### src/rtl/and_or_scheduler_if.sv
// Request/result handshake bundle for the shared AND/OR reduction scheduler.
// The master side belongs to the requesters and the result consumer.
interface and_or_scheduler_if #(
  parameter int NREQ   = 4,
  parameter int DATA_W = 32
);
  localparam int ID_W = (NREQ > 1) ? $clog2(NREQ) : 1;

  logic [NREQ-1:0]        req_valid;
  logic [NREQ-1:0]        req_ready;
  logic [NREQ*DATA_W-1:0] req_data;
  logic [NREQ-1:0]        req_sel;
  logic                   res_valid;
  logic                   res_ready;
  logic                   res_y;
  logic [ID_W-1:0]        res_id;

  modport master (
    output req_valid, req_data, req_sel, res_ready,
    input  req_ready, res_valid, res_y, res_id
  );

  modport slave (
    input  req_valid, req_data, req_sel, res_ready,
    output req_ready, res_valid, res_y, res_id
  );
endinterface

### src/rtl/and_or_scheduler.sv
// Round-robin scheduler sharing one chunked AND/OR reduction engine between NREQ
// requesters; the engine stops as soon as the running result can no longer change.
module and_or_scheduler #(
  parameter int NREQ    = 4,
  parameter int DATA_W  = 32,
  parameter int CHUNK_W = 8
) (
  input  logic                clk,
  input  logic                rst,
  and_or_scheduler_if.slave   bus,
  output logic                busy
);
  localparam int NCHUNK = DATA_W / CHUNK_W;
  localparam int ID_W   = (NREQ > 1) ? $clog2(NREQ) : 1;
  localparam int IDX_W  = (NCHUNK > 1) ? $clog2(NCHUNK) : 1;

  typedef enum logic [1:0] {IDLE, RUN, DONE} state_t;

  state_t              state;
  logic [ID_W-1:0]     ptr_p0;
  logic [ID_W-1:0]     id_p0;
  logic [DATA_W-1:0]   opnd_p0;
  logic                op_and_p0;
  logic                acc_p0;
  logic [IDX_W-1:0]    idx_p0;
  logic                vld_p0;

  logic                gnt_found;
  logic [ID_W-1:0]     gnt_id;
  logic [ID_W-1:0]     cand;
  logic [DATA_W-1:0]   gnt_data;
  logic                gnt_sel;
  logic [CHUNK_W-1:0]  chunk;
  logic                acc_nxt;
  logic                decisive;
  logic                accept;

  function automatic logic reduce_chunk(input logic [CHUNK_W-1:0] c, input logic op_and);
    return op_and ? (&c) : (|c);
  endfunction

  // Round-robin search starting at ptr
  always_comb begin
    gnt_found = 1'b0;
    gnt_id    = '0;
    cand      = '0;
    for (int j = 0; j < NREQ; j++) begin
      cand = ID_W'((int'(ptr_p0) + j) % NREQ);
      if (!gnt_found && bus.req_valid[cand]) begin
        gnt_found = 1'b1;
        gnt_id    = cand;
      end
    end
  end

  always_comb begin
    gnt_data = '0;
    gnt_sel  = 1'b0;
    for (int i = 0; i < NREQ; i++) begin
      if (gnt_id == ID_W'(i)) begin
        gnt_data = bus.req_data[i*DATA_W +: DATA_W];
        gnt_sel  = bus.req_sel[i];
      end
    end
  end

  assign accept = (state == IDLE) && gnt_found;

  always_comb begin
    bus.req_ready = '0;
    if (accept) bus.req_ready[gnt_id] = 1'b1;
  end

  always_comb begin
    chunk = '0;
    for (int i = 0; i < NCHUNK; i++) begin
      if (idx_p0 == IDX_W'(i)) chunk = opnd_p0[i*CHUNK_W +: CHUNK_W];
    end
  end

  // AND settles once it hits 0, OR once it hits 1
  assign acc_nxt  = op_and_p0 ? (acc_p0 & reduce_chunk(chunk, 1'b1))
                              : (acc_p0 | reduce_chunk(chunk, 1'b0));
  assign decisive = (acc_nxt != op_and_p0);

  // Operand capture on the accept edge
  always_ff @(posedge clk) begin
    if (accept) begin
      opnd_p0   <= gnt_data;
      op_and_p0 <= gnt_sel;
    end
  end

  // Control FSM: IDLE -> RUN -> DONE
  always_ff @(posedge clk) begin
    if (rst) begin
      state  <= IDLE;
      ptr_p0 <= '0;
      id_p0  <= '0;
      acc_p0 <= 1'b0;
      idx_p0 <= '0;
      vld_p0 <= 1'b0;
      busy   <= 1'b0;
    end else begin
      case (state)
        IDLE: begin
          if (gnt_found) begin
            id_p0  <= gnt_id;
            acc_p0 <= gnt_sel;
            idx_p0 <= '0;
            busy   <= 1'b1;
            state  <= RUN;
          end
        end
        RUN: begin
          acc_p0 <= acc_nxt;
          idx_p0 <= idx_p0 + 1'b1;
          if (decisive || (idx_p0 == IDX_W'(NCHUNK-1))) begin
            vld_p0 <= 1'b1;
            state  <= DONE;
          end
        end
        DONE: begin
          if (bus.res_ready) begin
            vld_p0 <= 1'b0;
            busy   <= 1'b0;
            ptr_p0 <= (id_p0 == ID_W'(NREQ-1)) ? '0 : id_p0 + 1'b1;
            state  <= IDLE;
          end
        end
        default: state <= IDLE;
      endcase
    end
  end

  assign bus.res_valid = vld_p0;
  assign bus.res_y     = acc_p0;
  assign bus.res_id    = id_p0;
endmodule

### src/flat_wrapper.sv
// flat-port wrapper written by rule: the top's interface ports become plain ports
module and_or_scheduler_flat 
#(
  parameter int NREQ    = 4,
  parameter int DATA_W  = 32,
  parameter int CHUNK_W = 8
)
  (clk, rst, busy, bus_req_valid, bus_req_data, bus_req_sel, bus_res_ready, bus_req_ready, bus_res_valid, bus_res_y, bus_res_id);
  and_or_scheduler_if #(.NREQ(NREQ), .DATA_W(DATA_W)) bus_i ();
  input  logic clk;
  input  logic rst;
  output logic busy;
  input wire logic [$bits(bus_i.req_valid)-1:0] bus_req_valid;
  input wire logic [$bits(bus_i.req_data)-1:0] bus_req_data;
  input wire logic [$bits(bus_i.req_sel)-1:0] bus_req_sel;
  input wire logic [$bits(bus_i.res_ready)-1:0] bus_res_ready;
  output wire logic [$bits(bus_i.req_ready)-1:0] bus_req_ready;
  output wire logic [$bits(bus_i.res_valid)-1:0] bus_res_valid;
  output wire logic [$bits(bus_i.res_y)-1:0] bus_res_y;
  output wire logic [$bits(bus_i.res_id)-1:0] bus_res_id;
  assign bus_i.req_valid = bus_req_valid;
  assign bus_i.req_data = bus_req_data;
  assign bus_i.req_sel = bus_req_sel;
  assign bus_i.res_ready = bus_res_ready;
  assign bus_req_ready = bus_i.req_ready;
  assign bus_res_valid = bus_i.res_valid;
  assign bus_res_y = bus_i.res_y;
  assign bus_res_id = bus_i.res_id;
  and_or_scheduler #(.NREQ(NREQ), .DATA_W(DATA_W), .CHUNK_W(CHUNK_W)) u_core (.clk(clk), .rst(rst), .bus(bus_i), .busy(busy));
endmodule
### config.mk
export PLATFORM = sky130hd
export DESIGN_NAME = and_or_scheduler_flat
export DESIGN_NICKNAME = d
export VERILOG_FILES = /design/src/rtl/and_or_scheduler_if.sv /design/src/rtl/and_or_scheduler.sv /design/src/flat_wrapper.sv
export SDC_FILE = /design/constraint.sdc
export NUM_CORES = 1
export LEC_CHECK = 0
export ABC_AREA = 1
export CORE_MARGIN = 10
export CORE_UTILIZATION = 37
export DETAILED_ROUTE_END_ITERATION = 10
export GPL_ROUTABILITY_DRIVEN = 0
export PLACE_DENSITY = 0.84
export SETUP_SLACK_MARGIN = 0.3
export SLEW_MARGIN = 20
export SYNTH_ARGS = -nofsm -noshare
export SYNTH_HDL_FRONTEND = slang
export SYNTH_SLANG_ARGS = --single-unit
### constraint.sdc
create_clock -name clk -period 1.9 [get_ports clk]
set_input_delay 0.38 -clock clk [delete_from_list [all_inputs] [get_ports clk]]
set_output_delay 0.38 -clock clk [all_outputs]
set_load 0.01 [all_outputs]
After elaboration in Yosys (flattened, before gate mapping)
Cells that the tools add are included.
{ "word_totals": {"input_bits": 139, "ff_bits": 44} }
{ "op_classes": {"n_eq_ne": 13, "n_lt_le_gt_ge": 6, "n_reduce_logical": 23, "n_mux": 46, "n_bitwise": 2, "n_addsub": 5} }
{ "op_table": {"columns": ["operator", "n"], "rows": [
  ["two-way mux 32 bit", 4],
  ["two-way mux 8 bit", 4],
  ["two-way mux 1 bit", 18],
  ["two-way mux 2 bit", 9],
  ["less-than comparator 2 x 3 -> 1 bit, second input constant", 5],
  ["equality test 2 bit, second input constant", 6],
  ["AND reduction 3 bit", 3],
  ["binary-select mux 1 bit (select 2 bit)", 4],
  ["AND reduction 8 bit", 1],
  ["OR reduction 8 bit", 1],
  ["adder 2 x 1 -> 2 bit, second input constant", 3],
  ["equality test 2 x 1 -> 1 bit, second input constant", 3],
  ["zero test 2 bit", 3],
  ["one-hot mux 1 bit (2 select lines)", 3],
  ["one-hot mux 2 bit (3 select lines)", 1],
  ["AND reduction 2 bit", 3],
  ["nonzero test 2 bit", 3],
  ["logical AND 1 bit", 5],
  ["adder 2 bit, second input constant", 2],
  ["two-way mux 4 bit", 1],
  ["inequality test 2 x 1 -> 1 bit, second input constant", 2],
  ["one-hot mux 2 bit (2 select lines)", 1],
  ["zero test 1 bit", 3],
  ["demux 1 bit (select 2 bit)", 1],
  ["other kinds (6)", 6]
]} }

Longest topological paths before layout
Gate-level depths: netlist of run 1.
{ "depth": {"depth_word": 19, "ltp_mapped": 16, "mapped_depth_nobuf": 15} }

Worst setup path before layout of run 1
OpenSTA, ideal clock, no wires.
{ "synth_timing": {"kind": "register to output", "from": "register u_core.ptr_p0[0]", "to": "output bus_req_ready[3]", "stages_incl_launch_ff": 13, "path_buffers": 1, "arrival_time_ns": 1.783, "setup_slack_ns": -0.263, "cell_sequence": "dfxtp_1 buf_6 inv_4 nand2_1 nand2_2 nand2_1 nand2_1 nor2_4 nand3_2 nand2_2 inv_2 nand2_1 nor2_1"} }
{ "synth_via": {"elab_cells_between_ends": 32, "classes_between": "add/sub (3); order compare (2); mux (19); reduce/logical (8)"} }
{ "synth_lines": {"columns": ["element", "line", "text"], "rows": [
  ["from (decl)", "and_or_scheduler.sv:20", "logic [ID_W-1:0] ptr_p0;"],
  ["from (signal assigned)", "and_or_scheduler.sv:127", "ptr_p0 <= (id_p0 == ID_W'(NREQ-1)) ? '0 : id_p0 + 1'b1;"],
  ["parallel branches: the longest is 11 deep, another holds adder 2 x 1 -> 2 bit", null, null],
  ["two-way mux 1 bit *", "and_or_scheduler.sv:49", "if (!gnt_found && bus.req_valid[cand]) begin"],
  ["logical AND 1 bit *", "and_or_scheduler.sv:67", "assign accept = (state == IDLE) && gnt_found;"],
  ["named net u_core.accept", "and_or_scheduler.sv:36", "logic accept;"],
  ["two-way mux 4 bit *", "and_or_scheduler.sv:71", "if (accept) bus.req_ready[gnt_id] = 1'b1;"],
  ["to (decl)", "flat_wrapper.sv:17", "output wire logic [$bits(bus_i.req_ready)-1:0] bus_req_ready;"]
]} }
Mark *: on every way through the listed nets, which the timed path passes. The select of a mux whose other input is x is not followed.

Worst setup path after layout of run 1
{ "layout_timing": {"from": "register u_core.ptr_p0[0]", "to": "output bus_req_ready[1]"} }
{ "layout_via": {"elab_chain_cells": 17, "elab_cells_between_ends": 32, "classes_between": "add/sub (3); order compare (2); mux (19); reduce/logical (8)"} }
{ "layout_rtl": {"columns": ["element", "line"], "rows": [
  ["parallel branches: the longest is 16 deep, another holds less-than comparator 2 x 3 -> 1 bit", null],
  ["two-way mux 4 bit *", "and_or_scheduler.sv:71"]
]} }
Every way passes the cells marked *. The select of a mux whose other input is x is not followed.

==> qor.csv, run 1 <==
stage,metric,value,unit
outcome,outcome,"complete, but fails checks",
outcome,failing checks,negative setup slack,
global_routing,grt total ovfl,0,
power_and_ir_drop,Net Sw Frac,0.419,
timing,Max Clock Freq,427,MHz
finish,# diodes,0,
run,max-cap violation count,0,
logic_synthesis,"flops & latches, synth",44,
timing,skew final,10.8,ps
timing,Slew Limit Fails,0,
power_and_ir_drop,clock power share,0.079,
floorplanning,die width,109,microns
power_and_ir_drop,Pleak,0.00223,uW
finish,share of cells above drive strength 1,0.257,
placed_design,HPWL Detailed,8270,microns
worst_setup_path,Reg-to-Reg End,u_core.bus.res_y,
route,drt first pass iters,7,
clocking,clk root buf,clkbuf_8,
worst_setup_path,WP data arrival,1960,ps
global_routing,vias in the first global route,3700,
min_path,hold path cells,2,
route,Via density,5.17,
floorplanning,Die Area,0.0119,sq mm
clocking,CTS tree,built,
logic_synthesis,Synth warnings,0,
logic_synthesis,most numerous cell in the Yosys netlist,nand2_1,
logic_synthesis,largest area contributor in the netlist,edfxtp_1,
finish,Fillers,528,
timing,"Hold Vio Cnt, Final",0,
timing,final setup violating endpoints,66,
worst_setup_path,"Req. time, crit path",1520,ps
finish,Nets,751,
global_routing,largest net degree at the start of global routing,33,
worst_setup_path,Reg2Reg Depth,16,
timing,Slew @ Worst Pin,356,ps
floorplanning,Die H,109,microns
floorplanning,I/O pins,148,
power_and_ir_drop,switching pwr,2900,uW
logic_synthesis,ys async rst share,0,
worst_setup_path,"Max FO, Critical Path",5,
global_routing,first-pass GRT wire length,17600,microns
floorplanning,Cell Rows,32,
finish,Synth-to-Final Area Change,84.6,%
worst_setup_path,CP Launch Point,u_core.ptr_p0[0],
worst_setup_path,R2R Setup Slk,-330,ps
logic_synthesis,synth unique cells,26,
global_routing,gr usage total,0.186,
finish,Finished Core Util,0.699,
clocking,later-pin clock latency in the skew report,290,ps
worst_setup_path,R2R Path Start,u_core.ptr_p0[0],
placed_design,PortBufs,147,
min_path,Hold WC Path Type,register to register,
logic_synthesis,synth cell count leaders,"nand2_1, nand4_1, edfxtp_1",
power_and_ir_drop,Power Internal,4020,uW
logic_synthesis,largest cells by area after synthesis,"edfxtp_1, nand2_1, dfxtp_1, nand4_1, a21oi_1",
timing,RSZ-0062 raised after global routing,yes,
timing,post-layout worst setup margin,-443,ps
power_and_ir_drop,Total Power,6920,uW
clocking,H-tree Lvls,2,
logic_synthesis,cell area after synthesis,0.00293,sq mm
logic_synthesis,Mapped Cells,421,
logic_synthesis,"Avg Cell Area, Syn",6.95,sq um
worst_setup_path,CP endpoint,bus_req_ready[1],
worst_setup_path,CP Launch Type,register,
route,Post-DRT Antenna Nets,0,
worst_setup_path,CP Capture Type,output port,
placed_design,dpl cells,679,
route,Initial DRC Count,158,
global_routing,antenna violations before repair,0,
clocking,cts bufs inserted,5,
route,WL per Instance,16.8,microns
logic_synthesis,syn nets,565,
worst_setup_path,Setup CP Type,register to output port,
logic_synthesis,"Seq/Total Area, Yosys",0.414,
route,drt total wl,11900,microns
finish,fin cells,709,
finish,area of the multi-input gates,0.00185,sq mm
power_and_ir_drop,Gate power share,0.641,
clocking,clock-pin slew on the worst setup and hold paths,90,ps
power_and_ir_drop,pwr dens,1280,mW/mm^2
placed_design,dpl ws,-961,ps
floorplanning,starting density of the core,0.379,
timing,min Tclk post-route,2340,ps
route,via count,3662,
power_and_ir_drop,Max IR drop VDD,0.568,mV
route,Post-route DRC,0,
floorplanning,Placeable Area,0.00773,sq mm
timing,fin crit share,1.23,
timing,worst rel slew slack,0.762,
logic_synthesis,Main synth FF type,edfxtp_1,
finish,Register Area,0.00122,sq mm
logic_synthesis,"EDFF count, synth",33,
clocking,clock sink count,44,
timing,WHS,487,ps
logic_synthesis,Synth top area share,0.339,
clocking,Clock Tree Buf Depth,2,
power_and_ir_drop,sequential share of power,0.280,
## cell usage in the layout, fill, tap and decap left out, types with 8 or more instances in the layout
cell	count
nand2_2	27
a21oi_2	12
inv_2	11
clkdlybuf4s50_1	136
nand2_4	8
nand4_1	34
buf_4	27
nor2_1	18
nand2_1	181
edfxtp_1	33
inv_1	8
buf_6	13
## flip-flops by register name, summed over array words and instances, names as in the netlist
| name | count |
|---|---|
| u_core.opnd_p0 | 32 |
| u_core.bus.res_id | 2 |
| u_core.idx_p0 | 2 |
| u_core.ptr_p0 | 2 |
| u_core.state | 2 |
| u_core.bus.res_valid | 1 |
| u_core.bus.res_y | 1 |
| u_core.busy | 1 |
| u_core.op_and_p0 | 1 |
## per-layer routing
layer,track usage,vias up,routed length (microns)
met2,0.353,189,6310
met5,0,-,0
li1,-,1771,-
met4,0.0490,0,420
met3,0.0643,42,991
met1,0.188,1660,4170
## how the worst min path moves through the flow
stage	to	from	slack, ps
CTS	u_core.bus.res_valid	u_core.bus.res_valid	480
global route	u_core.bus.res_valid	u_core.bus.res_valid	520
detailed placement	u_core.bus.res_valid	u_core.bus.res_valid	460
global placement	u_core.busy	u_core.busy	450
floorplan	u_core.idx_p0[1]	rst	440
finish	u_core.busy	u_core.busy	490
## worst max-delay path: stages (launching register included)
cell,delay [ps]
dfxtp_2,350
buf_6,130
inv_8,50
nand2_2,70
nand2_2,80
nand2_4,70
nand2_2,60
nor2_4,160
nand3_2,120
nand3_4,110
nand2_4,80
inv_4,90
nor2_4,40
nand2_2,90
inv_2,40
buf_6,110
## area by class of cell
| type | instances | area share |
|---|---|---|
| flip-flops and latches | 44 | 0.226 |
| clock buffers | 5 | 0.0127 |
| repair buffers | 194 | 0.366 |
| clock inverters | 2 | 0.00232 |
| inverters | 27 | 0.0255 |
| repair inverters | 1 | 0.00116 |
| well taps | 102 | 0.0236 |
| multi-input cells | 334 | 0.342 |
## stage by stage
stage               cell area, sq um  TNS (ps)
floorplan                       3010     -9.93
finish                          5400    -11000
CTS                             5240     -5780
detailed placement              4710    -50700
global route                    5400    -16470
global placement                4710    -39890
## power groups by stage
stage          clock, uW  combinational, uW  sequential (uW)
5_1_grt              603               4780             1980
3_5_place_dp           0               3100             1910
3_3_place_gp           0               3010             1900
4_1_cts              553               4020             1910
2_1_floorplan          0               1940             1860
6_report             546               4430             1940
## repair_timing
action                                  4_1_cts  5_1_grt
gates cloned                                  5        1
resized for setup                           109       33
hold buffers                                  0        0
buffers inserted                             13        4
endpoints found under the setup margin       82       79
pin swaps                                    38       25
## cell families after synthesis
family,after synthesis,synth area share
and+or+nand+nor,294,0.434
adders and majority gates,5,0.0214
DFF,44,0.414
AOI/OAI and AO/OA,35,0.0658
buffers and inverters,43,0.0646
Note: power is estimated with default switching activity, not from simulation.
==> inputs of run 2 (changes only) <==
- ABC_AREA: 1 -> not set
==> run 2 against run 1 <==
The run still ends with negative setup slack left. Count of clock-buffer cells in the layout unchanged. Sequential share of layout area down 3.6 points. Final cell count shrank 12%. Register-to-register slack got worse by 150 ps. Flip-flop and latch count unchanged. Area after synthesis grew 2.1%. Critical path type is now register to register. Largest power group unchanged.
==> qor.csv, run 2 <==
stage,metric,value,unit,change
timing,RSZ-0062 raised after global routing,yes,,
power_and_ir_drop,Gate power share,0.500,,-0.141
power_and_ir_drop,clock power share,0.156,,+0.077
min_path,hold path cells,2,,unchanged
route,drt first pass iters,4,,-3
logic_synthesis,Main synth FF type,edfxtp_1,,
logic_synthesis,"Avg Cell Area, Syn",9.96,sq um,+43%
timing,Slew Limit Fails,0,,unchanged
route,Initial DRC Count,276,,+75%
logic_synthesis,"EDFF count, synth",33,,unchanged
power_and_ir_drop,switching pwr,1210,uW,-58%
placed_design,Area after DPL,0.00511,sq mm,+8.5%
route,WL per Instance,23.6,microns,+41%
worst_setup_path,R2R Path Start,u_core.idx_p0[0],,
logic_synthesis,cell area after synthesis,0.00299,sq mm,+2.1%
route,drt total wl,14700,microns,+24%
worst_setup_path,CP top delay family,simple AND/OR/NAND/NOR gates,,
placed_design,HPWL Detailed,8210,microns,-0.67%
floorplanning,I/O pins,148,,unchanged
logic_synthesis,Mapped Cells,300,,-29%
timing,Max Clock Freq,421,MHz,-1.5%
finish,Nets,665,,-11%
worst_setup_path,"Req. time, crit path",2160,ps,+640 ps
timing,post-layout worst setup margin,-478,ps,-35.4 ps
clocking,later-pin clock latency in the skew report,310,ps,+20 ps
timing,worst rel slew slack,0.619,,-0.143
power_and_ir_drop,Power Internal,2610,uW,-35%
global_routing,first-pass GRT wire length,19100,microns,+8.2%
clocking,Post-CTS Hold Buffers,0,,unchanged
min_path,Hold WC Path Type,register to register,,
timing,Slew @ Worst Pin,572,ps,+216 ps
finish,most frequent cells in the layout,"clkdlybuf4s50_1, buf_4, edfxtp_1, mux2_4, buf_6",,
route,via count,3512,,-4.1%
floorplanning,Placeable Area,0.00781,sq mm,+1.0%
logic_synthesis,"Seq/Total Area, Yosys",0.406,,-0.00832
route,Post-route DRC,0,,unchanged
timing,skew final,12.6,ps,+1.71 ps
floorplanning,Die Area,0.0121,sq mm,+1.7%
worst_setup_path,crit-path max cell delay,520,ps,+170 ps
route,Post-DRT Antenna Nets,0,,unchanged
worst_setup_path,Crit-path slowest cell,or4b_4,,
timing,min Tclk post-route,2380,ps,+35.4 ps
power_and_ir_drop,Net Sw Frac,0.318,,-0.102
outcome,outcome,"complete, but fails checks",,
run,max-cap violation count,0,,unchanged
logic_synthesis,largest cells by area after synthesis,"edfxtp_1, mux2_2, mux2i_1, dfxtp_1, a21oi_1",,
worst_setup_path,Setup CP Type,register to register,,
worst_setup_path,"Max FO, Critical Path",7,,+2
finish,# diodes,0,,unchanged
clocking,cts bufs inserted,5,,unchanged
global_routing,antenna violations before repair,0,,unchanged
outcome,failing checks,negative setup slack,,
finish,Largest Register,u_core.opnd_p0,,
logic_synthesis,"flops & latches, synth",44,,unchanged
logic_synthesis,synth unique cells,45,,+73%
worst_setup_path,CP Capture Type,register,,
finish,Finished Core Util,0.821,,+0.122
clocking,clk root buf,clkbuf_8,,
logic_synthesis,syn nets,444,,-21%
logic_synthesis,ys async rst share,0,,unchanged
worst_setup_path,CP Launch Type,register,,
floorplanning,starting density of the core,0.383,,+0.00381
global_routing,vias in the first global route,3728,,+0.76%
placed_design,PortBufs,147,,unchanged
route,Via density,5.64,,+9.1%
global_routing,gr usage total,0.203,,+0.0169
power_and_ir_drop,pwr dens,596,mW/mm^2,-53%
finish,number of flip-flops in the largest register,32,,unchanged
clocking,H-tree Lvls,2,,unchanged
finish,area of the multi-input gates,0.00235,sq mm,+28%
finish,Register Area,0.00122,sq mm,-0.10%
logic_synthesis,Synth top area share,0.332,,-0.00681
worst_setup_path,Reg2Reg Depth,8,,-8
logic_synthesis,synth cell count leaders,"nor2_1, a21oi_1, mux2i_1",,
global_routing,grt total ovfl,0,,unchanged
timing,final setup violating endpoints,40,,-39%
logic_synthesis,most numerous cell in the Yosys netlist,nor2_1,,
global_routing,largest net degree at the start of global routing,43,,+30%
worst_setup_path,critical-path cell list,"ha_4, buf_4, nand2b_1, o22ai_1, nor2_1, or4b_4, nor4_4, o31a_1",,
timing,fin crit share,1.25,,+0.0187
worst_setup_path,Worst Path Buf+Inv,1,,-4
clocking,Clock Tree Buf Depth,2,,unchanged
logic_synthesis,largest area contributor in the netlist,edfxtp_1,,
finish,Synth-to-Final Area Change,115,%,
finish,"commonest non-fill, non-tap cell in the layout",clkdlybuf4s50_1,,
worst_setup_path,Crit path depth,8,,-7
worst_setup_path,CP Launch Point,u_core.idx_p0[0],,
finish,share of cells above drive strength 1,0.447,,+0.190
timing,"Hold Vio Cnt, Final",0,,unchanged
finish,Fillers,372,,-30%
power_and_ir_drop,Max IR drop VDD,0.352,mV,-38%
clocking,CTS tree,built,,
clocking,clock-pin slew on the worst setup and hold paths,90,ps,about the same
min_path,Hold Path Origin,u_core.busy,,
floorplanning,die width,110,microns,+0.84%
worst_setup_path,WP data arrival,2630,ps,+670 ps
logic_synthesis,Synth warnings,0,,unchanged
power_and_ir_drop,sequential share of power,0.344,,+0.064
clocking,clock sink count,44,,unchanged
power_and_ir_drop,Total Power,3820,uW,-45%
power_and_ir_drop,Pleak,0.00248,uW,+11%
floorplanning,Die H,110,microns,+0.84%
finish,final instance area,0.00641,sq mm,+19%
floorplanning,Cell Rows,32,,unchanged
timing,WHS,460,ps,-27.0 ps
## run 2: per-stage QoR
stage          instances  TNS (ps)  setup slack (ps)
4_1_cts              614     -7270              -360
3_5_place_dp         572    -44360              -780
3_3_place_gp         572    -41370              -698
6_report             623    -12930              -478
5_1_grt              623    -14990              -568
2_1_floorplan        300     -2840              -317
## run 2: worst paths after layout
check,end,slack [ps]
setup reg to reg,u_core.state[0],-480
setup / recovery,u_core.state[0],-480
hold / removal,u_core.busy,460
hold reg to reg,u_core.busy,460
## run 2: layout make-up
class,instances,area share
clock inverter,2,0.00195
sequential,44,0.191
tap,102,0.0199
inverter,9,0.00625
clock buffer,5,0.0107
timing repair buffer,232,0.403
multi-input combinational,229,0.367
## run 2: power by group through the flow
stage | Clock [uW] | Combinational (uW) | Sequential, uW
floorplan | 0 | 655 | 1290
global placement | 0 | 1180 | 1310
detailed placement | 0 | 1210 | 1310
CTS | 564 | 1640 | 1300
global route | 620 | 2000 | 1320
finish | 594 | 1910 | 1310
## run 2: logic make-up (layout without fill, tap and decap cells)
family,Yosys count,count (layout),synth area share
DFF,44,44,0.406
adders and majority gates,5,5,0.0209
muxes,67,67,0.238
AOI/OAI and AO/OA,69,69,0.146
buffers and inverters,27,248,0.0415
and+or+nand+nor,88,88,0.148
## run 2: what timing repair did
| action | 4_1_cts | 5_1_grt |
|---|---|---|
| endpoints found under the setup margin | 80 | 76 |
| hold endpoints to repair | 0 | 0 |
| resized for setup | 120 | 83 |
| gates cloned | 11 | 0 |
| setup buffers | 24 | 9 |
| pin swaps | 24 | 27 |
## run 2: tightest hold or removal path: stages (launching register included)
cell	delay, ps
dfxtp_1	320
nand2_1	50
a21oi_1	50
## run 2: layer usage
| layer | GRT usage | part of all wire | vias to the layer above | wire, microns |
|---|---|---|---|---|
| met5 | 0 | 0 | - | 0 |
| met4 | 0.0716 | 0.039 | 0 | 576 |
| met3 | 0.0603 | 0.081 | 54 | 1200 |
| met2 | 0.385 | 0.55 | 213 | 8120 |
| met1 | 0.204 | 0.33 | 1674 | 4820 |
| li1 | - | - | 1571 | - |
==> inputs of run 3 (changes only) <==
- ABC_CLOCK_PERIOD_IN_PS: not set -> 1900
==> results of run 3 <==
The final DEF is identical to that of run 2; final timing and power are the same.
